$ cat config.mk
export PLATFORM = sky130hd
export DESIGN_NAME = lsu_wb_flat
export DESIGN_NICKNAME = d
export VERILOG_FILES = /design/src/rtl/lsu_wb_if.sv /design/src/rtl/lsu_wb.sv /design/src/flat_wrapper.sv
export SDC_FILE = /design/constraint.sdc
export NUM_CORES = 1
export LEC_CHECK = 0
export ABC_AREA = 0
export BUFFER_PORTS_ARGS = -buffer_cell sky130_fd_sc_hd__buf_4
export CAP_MARGIN = 15
export CORE_MARGIN = 2
export CORE_UTILIZATION = 40
export CTS_CLUSTER_DIAMETER = 40
export DETAILED_ROUTE_END_ITERATION = 7
export PLACE_DENSITY = 0.64
export SYNTH_ARGS = -nofsm -noshare
export SYNTH_HDL_FRONTEND = slang
export SYNTH_SLANG_ARGS = --single-unit
$ cat constraint.sdc
create_clock -name clk -period 2.3 [get_ports clk]
set_clock_uncertainty 0.2 [all_clocks]
set_input_delay 0.575 -clock clk [delete_from_list [all_inputs] [get_ports clk]]
set_output_delay 0.575 -clock clk [all_outputs]
set_load 0.02 [all_outputs]
$ cat src/rtl/lsu_wb_if.sv
// Wishbone classic single-cycle master/slave bundle between the LSU and the word RAM.
interface lsu_wb_if #(
    parameter int unsigned ADDR_W = 30
);
    logic              wb_cyc;
    logic              wb_stb;
    logic              wb_we;
    logic [ADDR_W-1:0] wb_adr;
    logic [31:0]       wb_dat_w;
    logic [31:0]       wb_dat_r;
    logic              wb_ack;

    modport master (
        output wb_cyc, wb_stb, wb_we, wb_adr, wb_dat_w,
        input  wb_dat_r, wb_ack
    );

    modport slave (
        input  wb_cyc, wb_stb, wb_we, wb_adr, wb_dat_w,
        output wb_dat_r, wb_ack
    );
endinterface

$ cat src/rtl/lsu_wb.sv
// Load/store unit: one Wishbone cycle per core request, with lane extraction on loads
// and read-modify-write for byte/halfword stores (the RAM has no byte selects).
module lsu_wb #(
    parameter int unsigned ADDR_W = 30
) (
    input  logic        clk,
    input  logic        rst,
    input  logic        req,
    input  logic        we,
    input  logic [2:0]  funct3,
    input  logic [31:0] addr,
    input  logic [31:0] wdata,
    output logic        done,
    output logic        err,
    output logic [31:0] rdata,
    output logic        busy,
    lsu_wb_if.master    bus
);
    localparam logic [2:0] F3_B  = 3'b000;
    localparam logic [2:0] F3_H  = 3'b001;
    localparam logic [2:0] F3_W  = 3'b010;
    localparam logic [2:0] F3_BU = 3'b100;
    localparam logic [2:0] F3_HU = 3'b101;

    typedef enum logic [2:0] {
        S_IDLE,
        S_RD,
        S_MERGE,
        S_WR,
        S_RESP
    } state_e;

    state_e            state_q, state_d;
    logic              we_q, we_d;
    logic [2:0]        funct3_q, funct3_d;
    logic [1:0]        lane_q, lane_d;
    logic [15:0]       wdata_q, wdata_d;
    logic [31:0]       rd_q, rd_d;
    logic              done_q, done_d;
    logic              err_q, err_d;
    logic [31:0]       rdata_q, rdata_d;
    logic              busy_q, busy_d;
    logic              cyc_q, cyc_d;
    logic              stb_q, stb_d;
    logic              wb_we_q, wb_we_d;
    logic [ADDR_W-1:0] adr_q, adr_d;
    logic [31:0]       dat_w_q, dat_w_d;

    logic              illegal_c;
    logic              misalign_c;
    logic [31:0]       shifted_c;
    logic [31:0]       load_c;
    logic [31:0]       mask_c;
    logic [31:0]       lane_data_c;
    logic [31:0]       merged_c;

    // Request legality, evaluated on the raw inputs in the accepting cycle
    always_comb begin
        illegal_c  = 1'b0;
        misalign_c = 1'b0;
        if (we) begin
            illegal_c = !(funct3 inside {F3_B, F3_H, F3_W});
        end else begin
            illegal_c = funct3 inside {3'b011, 3'b110, 3'b111};
        end
        misalign_c = ((funct3[1:0] == 2'b01) && addr[0]) ||
                     ((funct3[1:0] == 2'b10) && (addr[1:0] != 2'b00));
    end

    // Load lane extraction and sign/zero extension from the live read data
    always_comb begin
        shifted_c = bus.wb_dat_r >> {lane_q, 3'b000};
        case (funct3_q)
            F3_B:    load_c = {{24{shifted_c[7]}}, shifted_c[7:0]};
            F3_BU:   load_c = {24'h0, shifted_c[7:0]};
            F3_H:    load_c = {{16{shifted_c[15]}}, shifted_c[15:0]};
            F3_HU:   load_c = {16'h0, shifted_c[15:0]};
            default: load_c = bus.wb_dat_r;
        endcase
    end

    // Sub-word store merge into the captured read word
    always_comb begin
        mask_c      = (funct3_q[0] ? 32'h0000_FFFF : 32'h0000_00FF) << {lane_q, 3'b000};
        lane_data_c = funct3_q[0] ? {2{wdata_q}} : {4{wdata_q[7:0]}};
        merged_c    = (rd_q & ~mask_c) | (lane_data_c & mask_c);
    end

    // Next state and registered-output precompute
    always_comb begin
        state_d  = state_q;
        we_d     = we_q;
        funct3_d = funct3_q;
        lane_d   = lane_q;
        wdata_d  = wdata_q;
        rd_d     = rd_q;
        err_d    = err_q;
        rdata_d  = rdata_q;
        adr_d    = adr_q;
        dat_w_d  = dat_w_q;

        case (state_q)
            S_IDLE: begin
                if (req) begin
                    we_d     = we;
                    funct3_d = funct3;
                    lane_d   = addr[1:0];
                    wdata_d  = wdata[15:0];
                    adr_d    = addr[ADDR_W+1:2];
                    if (illegal_c || misalign_c) begin
                        state_d = S_RESP;
                        err_d   = 1'b1;
                        rdata_d = 32'h0;
                    end else if (we && (funct3 == F3_W)) begin
                        state_d = S_WR;
                        dat_w_d = wdata;
                    end else begin
                        state_d = S_RD;
                    end
                end
            end
            S_RD: begin
                if (bus.wb_ack) begin
                    rd_d = bus.wb_dat_r;
                    if (we_q) begin
                        state_d = S_MERGE;
                    end else begin
                        state_d = S_RESP;
                        err_d   = 1'b0;
                        rdata_d = load_c;
                    end
                end
            end
            S_MERGE: begin
                dat_w_d = merged_c;
                state_d = S_WR;
            end
            S_WR: begin
                if (bus.wb_ack) begin
                    state_d = S_RESP;
                    err_d   = 1'b0;
                    rdata_d = 32'h0;
                end
            end
            S_RESP: begin
                state_d = S_IDLE;
            end
            default: begin
                state_d = S_IDLE;
            end
        endcase

        done_d  = (state_d == S_RESP);
        busy_d  = (state_d != S_IDLE);
        cyc_d   = state_d inside {S_RD, S_MERGE, S_WR};
        stb_d   = state_d inside {S_RD, S_WR};
        wb_we_d = (state_d == S_WR);
    end

    always_ff @(posedge clk or negedge rst) begin
        if (!rst) begin
            state_q  <= S_IDLE;
            we_q     <= 1'b0;
            funct3_q <= 3'h0;
            lane_q   <= 2'h0;
            wdata_q  <= 16'h0;
            rd_q     <= 32'h0;
            done_q   <= 1'b0;
            err_q    <= 1'b0;
            rdata_q  <= 32'h0;
            busy_q   <= 1'b0;
            cyc_q    <= 1'b0;
            stb_q    <= 1'b0;
            wb_we_q  <= 1'b0;
            adr_q    <= '0;
            dat_w_q  <= 32'h0;
        end else begin
            state_q  <= state_d;
            we_q     <= we_d;
            funct3_q <= funct3_d;
            lane_q   <= lane_d;
            wdata_q  <= wdata_d;
            rd_q     <= rd_d;
            done_q   <= done_d;
            err_q    <= err_d;
            rdata_q  <= rdata_d;
            busy_q   <= busy_d;
            cyc_q    <= cyc_d;
            stb_q    <= stb_d;
            wb_we_q  <= wb_we_d;
            adr_q    <= adr_d;
            dat_w_q  <= dat_w_d;
        end
    end

    assign done         = done_q;
    assign err          = err_q;
    assign rdata        = rdata_q;
    assign busy         = busy_q;
    assign bus.wb_cyc   = cyc_q;
    assign bus.wb_stb   = stb_q;
    assign bus.wb_we    = wb_we_q;
    assign bus.wb_adr   = adr_q;
    assign bus.wb_dat_w = dat_w_q;

endmodule

$ cat src/flat_wrapper.sv
// flat-port wrapper written by rule: the top's interface ports become plain ports
module lsu_wb_flat 
#(
    parameter int unsigned ADDR_W = 30
)
  (clk, rst, req, we, funct3, addr, wdata, done, err, rdata, busy, bus_wb_cyc, bus_wb_stb, bus_wb_we, bus_wb_adr, bus_wb_dat_w, bus_wb_dat_r, bus_wb_ack);
  lsu_wb_if #(.ADDR_W(ADDR_W)) bus_i ();
  input  logic clk;
  input  logic rst;
  input  logic req;
  input  logic we;
  input  logic [2:0] funct3;
  input  logic [31:0] addr;
  input  logic [31:0] wdata;
  output logic done;
  output logic err;
  output logic [31:0] rdata;
  output logic busy;
  output wire logic [$bits(bus_i.wb_cyc)-1:0] bus_wb_cyc;
  output wire logic [$bits(bus_i.wb_stb)-1:0] bus_wb_stb;
  output wire logic [$bits(bus_i.wb_we)-1:0] bus_wb_we;
  output wire logic [$bits(bus_i.wb_adr)-1:0] bus_wb_adr;
  output wire logic [$bits(bus_i.wb_dat_w)-1:0] bus_wb_dat_w;
  input wire logic [$bits(bus_i.wb_dat_r)-1:0] bus_wb_dat_r;
  input wire logic [$bits(bus_i.wb_ack)-1:0] bus_wb_ack;
  assign bus_wb_cyc = bus_i.wb_cyc;
  assign bus_wb_stb = bus_i.wb_stb;
  assign bus_wb_we = bus_i.wb_we;
  assign bus_wb_adr = bus_i.wb_adr;
  assign bus_wb_dat_w = bus_i.wb_dat_w;
  assign bus_i.wb_dat_r = bus_wb_dat_r;
  assign bus_i.wb_ack = bus_wb_ack;
  lsu_wb #(.ADDR_W(ADDR_W)) u_core (.clk(clk), .rst(rst), .req(req), .we(we), .funct3(funct3), .addr(addr), .wdata(wdata), .done(done), .err(err), .rdata(rdata), .busy(busy), .bus(bus_i));
endmodule
After elaboration in Yosys (flattened, before gate mapping)

Cells that the tools add are included.

Bits in registers: 157
Latch bits: 0
RAM bits: 0
Bits in read-only memories: 0
Input port bits: 104
Output and inout bits: 100
Logic and storage cells: 93
Memories kept: 0

$add $sub $neg: 0
Multipliers: 0
Div/mod/pow operators: 0
Magnitude comparators: 0
Equality and inequality tests: 24
Shift operators: 2
Mux-type cells: 27
Bitwise operators: 4
Reductions and logical operators: 21

Operators by type and width:

| operator           | number |
|---|---|
| $mux 32            | 9 |
| $pmux 32 s4        | 1 |
| $pmux 32 s3        | 1 |
| $and 32x32->32     | 2 |
| $pmux 32 s2        | 1 |
| $not 32->32        | 1 |
| $or 32x32->32      | 1 |
| $shl 32x5->32      | 1 |
| $shr 32x5->16      | 1 |
| $eq 3x2->1 const B | 6 |
| $mux 16            | 1 |
| $eq 3x3->1 const B | 5 |
| $mux 3             | 5 |
| $reduce_bool 3->1  | 5 |
| $eq 3x1->1 const B | 4 |
| $pmux 3 s4         | 1 |
| $ne 2x2->1 const B | 5 |
| $logic_not 3->1    | 3 |
| $mux 1             | 6 |
| $reduce_and 6->1   | 1 |
| $reduce_bool 2->1  | 3 |
| $ne 2x1->1 const B | 2 |
| $reduce_and 2->1   | 2 |
| $reduce_and 4->1   | 1 |
| other kinds (7)    | 10 |

Depth between registers and ports, before layout

Word-level depth: 10
Gate-level depth with buffers: 7
Gate-level depth less buffers: 4

Least setup slack after synthesis

Ideal clock, no wire load.

Path type: input port to flip-flop
Start point: input bus_wb_ack
End point: register u_core.rdata_q[21] (netlist: u_core.rdata[21])
Arrival time: 1.687 ns
Data required time: 1.974 ns
Setup slack: 0.287 ns
Stages on the path: 7
Path buffers: 3
Cells stage by stage: nor4bb_1 -> buf_2 -> nor2b_4 -> and2_1 -> clkbuf_2 -> buf_4 -> a221o_1

Longest elaborated chain between the ends: 2
Elaborated cells on any way between the ends: 3
Classes of those cells: eq/ne: 2; reduce/logical: 1

RTL lines:

| item                                  | RTL line           | source |
|---|---|---|
| start: declaration                    | flat_wrapper.sv:25 | `input wire logic [$bits(bus_i.wb_ack)-1:0] bus_wb_ack;` |
| $ne 2x2->1 (no source line)           | n/a                |  |
| $reduce_and 6->1 (no source line) (*) | n/a                |  |
| end signal: assignment                | lsu_wb.sv:186      | `rdata_q <= rdata_d;` |
| end: declaration                      | lsu_wb.sv:41       | `logic [31:0] rdata_q, rdata_d;` |

Mark *: on every way between the ends. The rest lies on a longest branch, timed or not.
A chain may end at the register's enable or synchronous reset.

Worst setup path after layout

Start point: register u_core.lane_q[1]
End point: register u_core.rdata_q[30] (netlist: u_core.rdata[30])

Longest elaborated chain between the ends: 5

RTL lines:

| item                     | RTL line      | source |
|---|---|---|
| start: declaration       | lsu_wb.sv:36  | `logic [1:0] lane_q, lane_d;` |
| start signal: assignment | lsu_wb.sv:181 | `lane_q <= lane_d;` |
| $shr 32x5->16            | lsu_wb.sv:72  | `shifted_c = bus.wb_dat_r >> {lane_q, 3'b000};` |
| $pmux 32 s4              | lsu_wb.sv:73  | `case (funct3_q)` |
| $mux 32                  | lsu_wb.sv:125 | `if (we_q) begin` |
| $mux 32                  | lsu_wb.sv:123 | `if (bus.wb_ack) begin` |
| $pmux 32 s3              | lsu_wb.sv:102 | `case (state_q)` |

No other way between the ends. The select of a mux whose other input is x is not followed.

==> flow_summary.ini <==
[floorplan]
dieHeight_um = 138
core_area_mm2 = 0.0174
die-width_um = 138
io_pins = 204
initial_utilization_pct = 41.1
die_area_mm2 = 0.0189
rows = 48

[layout]
final_core_utilization_pct = 55.1
nets = 973
drive_gt1_share_pct = 35.4
num_antenna_cells = 0
synthToLayoutAreaGrowth_pct = 34.0

[timing]
rsz0062_at_grt = false
setup_violations = 0
hold_viol = 0
tightest_slew_ps = 702
finalMaxSlewViolations = 0
finalCriticalPeriod_ps = 2170
fin_crit_sh_pct = 94.4
fmax_mhz = 460
tns_ps = 0
slew_headroom_pct = 53.0

[pwr]
ir_drop_mv = 0.712
p_per_area_mw_per_mm2 = 1500
p_total_mw = 14.4
p_leak_nw = 4.72

[cts]
path_clk_slew_ps = 70
cts.sinks = 157
cts.path.max_buffers = 2
clkLatencyLatePin_ps = 430
cts_buffers = 17
cts_tree = done
post_cts_resized = 0
h-tree-depth = 4
cts_root_buffer = clkbuf_16

[detailed_routing]
wl_mm = 21.8
first_iter_violations = 455
drt.antenna.violating_nets = 0
drt-wirelength-per-cell_um = 19.7
vias = 6044
drc = 0
firstDrtPassIters = 5
drt-vias-per-instance = 5.46

[synthesis]
synth.largest_area_cell = dfrtp_1
ys_seq_elements = 157
yosys.area.top_type_share_pct = 55.1
ys_warn_count = 0
synthFlopType = dfrtp_1
syn_area_mm2 = 0.00714
synth_edf_count = 0
yosysSeqAreaShare_pct = 55.1
syn_nets = 769
synth_cell_types = 53
synthesis.instances = 665
async_flop_share_pct = 100
avgSynthCellArea_um2 = 10.7
synth_area_leaders = dfrtp_1 55%, nand2_1 9.6%, a221o_1 5.5%

[critical_path]
crit_fanout = 16
cp.required_ps = 2400
rrSetupSlack_ps = 130
crit_arrival_ps = 2280
r2r_start = u_core.lane_q[1]
critical_path_class = register to register
critPathLaunchType = register
crit_path_start = u_core.lane_q[1]
reg2reg_depth = 5
setup.worst_path.end_class = register
timing.rr.end = u_core.rdata[30]

[grt]
grt_pass1_wl_mm = 33.8
grt.total_usage_pct = 23.8
grt_antenna_before_repair = 0
grt-ovfl-total = 0
grt_max_degree = 50
grt_pass1_vias = 6186

[flow_run]
cap_violations = 0

[placed_design]
place_hpwl_mm = 16.2
gp_congestion = 0.887
portBuffers = 203

[hold_path]
hold_depth = 3
holdPathEnd = u_core.bus.wb_adr[24]
min_from = addr[26]
hp-class = input pin to register

[run_status]
status = finished, final reports clean
[what timing repair did]
| action | CTS | global route |
|---|---|---|
| setup buffers | 0 | 1 |
| setup endpoints to repair | 0 | 16 |
| hold endpoints to repair | 45 | 0 |
| hold buffers | 1 | 0 |
[layout make-up]
type / count / area (um2)
Timing Repair Buffer: 234 / 1840
Tap cell: 225 / 282
Fill cell: 1532 / 7790
Multi-Input combinational cell: 451 / 2940
Inverter: 8 / 30.0
Sequential cell: 157 / 3930
Clock inverter: 10 / 93.8
Clock buffer: 21 / 450
[worst max path at each step]
stage | end | slack [ps] | cells after the start
after global routing | u_core.bus.wb_dat_w[21] | 30 | 5
after CTS | u_core.rdata[30] | 60 | 4
after floorplan | u_core.rdata[21] | 290 | 7
after detailed placement | u_core.rdata[30] | -50 | 5
after global placement | u_core.rdata[30] | 30 | 5
final | u_core.rdata[30] | 130 | 5
[flip-flops by register name (all words and copies together) (netlist names)]
register and flops:
u_core.state_q 3, u_core.lane_q 2, u_core.wdata_q 16, u_core.funct3_q 3, u_core.bus.wb_adr 30, u_core.rd_q 32
u_core.done 1, u_core.bus.wb_stb 1, u_core.bus.wb_dat_w 32, u_core.bus.wb_we 1, u_core.bus.wb_cyc 1, u_core.rdata 32
u_core.busy 1, u_core.we_q 1, u_core.err 1
[metal layers]
layer,up-vias,routed length (um),global-route usage [%]
li1,2786,-,-
met1,2999,9010,30.7
met2,237,10900,40.1
met3,22,1600,5.78
met4,0,283,6.19
met5,-,0,0
[power breakdown]
part           internal, mW  switching (mW)  total (mW)
Clock                  1.51            1.11        2.62
Sequential             4.08            1.00        5.08
Combinational          2.96            3.70        6.66
Total                  8.55            5.81        14.4
[stage by stage]
stage / instances / hold slack, ps / instance area (um2) / setup WS (ps)
detailed placement: 1073 / 264 / 8990 / -51.6
CTS: 1105 / 121 / 9540 / 55.1
finish: 1106 / 131 / 9560 / 128
floorplan: 665 / 79.4 / 7140 / 287
global route: 1106 / 125 / 9560 / 27.3
global placement: 1073 / 258 / 8990 / 30.3
[worst max-delay path: stages (launching register included)]
cell and delay, ps:
dfrtp_1 570, mux4_2 560, nor2_1 190, a211oi_4 80, buf_12 160, a221o_1 280
[Yosys cell counts (8+ instances only)]
library cell  instances
a21oi_1              17
a221o_1              39
a221oi_1              8
a22o_1                8
a22oi_1              18
buf_2                17
clkbuf_1             18
dfrtp_1             157
mux2_2               33
mux2i_1              19
nand2_1             182
nor2_1               17
nor3_1               15
o211a_1               8
o21ai_0              21
or3_1                 9
[cell usage in the layout, fill, tap and decap left out, types with 3 or more instances in the layout]
| cell | Yosys | final |
|---|---|---|
| nand2_1 | 182 | 182 |
| a21oi_1 | 17 | 17 |
| or3_1 | 9 | 9 |
| a22oi_1 | 18 | 18 |
| clkinv_2 | 0 | 3 |
| clkbuf_16 | 0 | 17 |
| buf_4 | 3 | 226 |
| nand2b_1 | 6 | 6 |
| clkbuf_1 | 18 | 3 |
| clkinvlp_4 | 0 | 3 |
| a221o_1 | 39 | 39 |
| o2bb2ai_1 | 7 | 7 |
| buf_12 | 0 | 6 |
| a32oi_1 | 7 | 7 |
| a22o_1 | 8 | 8 |
| dfrtp_1 | 157 | 157 |
| clkinv_4 | 0 | 3 |
| o21ai_0 | 21 | 21 |
| o211a_1 | 8 | 8 |
| inv_1 | 7 | 7 |
| nor3_1 | 15 | 15 |
| mux2_2 | 33 | 33 |
| mux2i_1 | 19 | 19 |
| nor2_1 | 17 | 17 |
| nor2b_1 | 4 | 4 |
| a221oi_1 | 8 | 8 |
| o21a_1 | 3 | 3 |
[logic make-up (layout without fill, tap and decap cells)]
group                  Yosys count  count (layout)  share of synthesized area [%]
and+or+nand+nor                253             253                           16.1
DFF                            157             157                           55.1
AOI/OAI and AO/OA              145             145                           16.7
muxes                           53              53                           8.19
buffers and inverters           57             273                           3.93
Note: power is estimated with default switching activity, not from simulation.
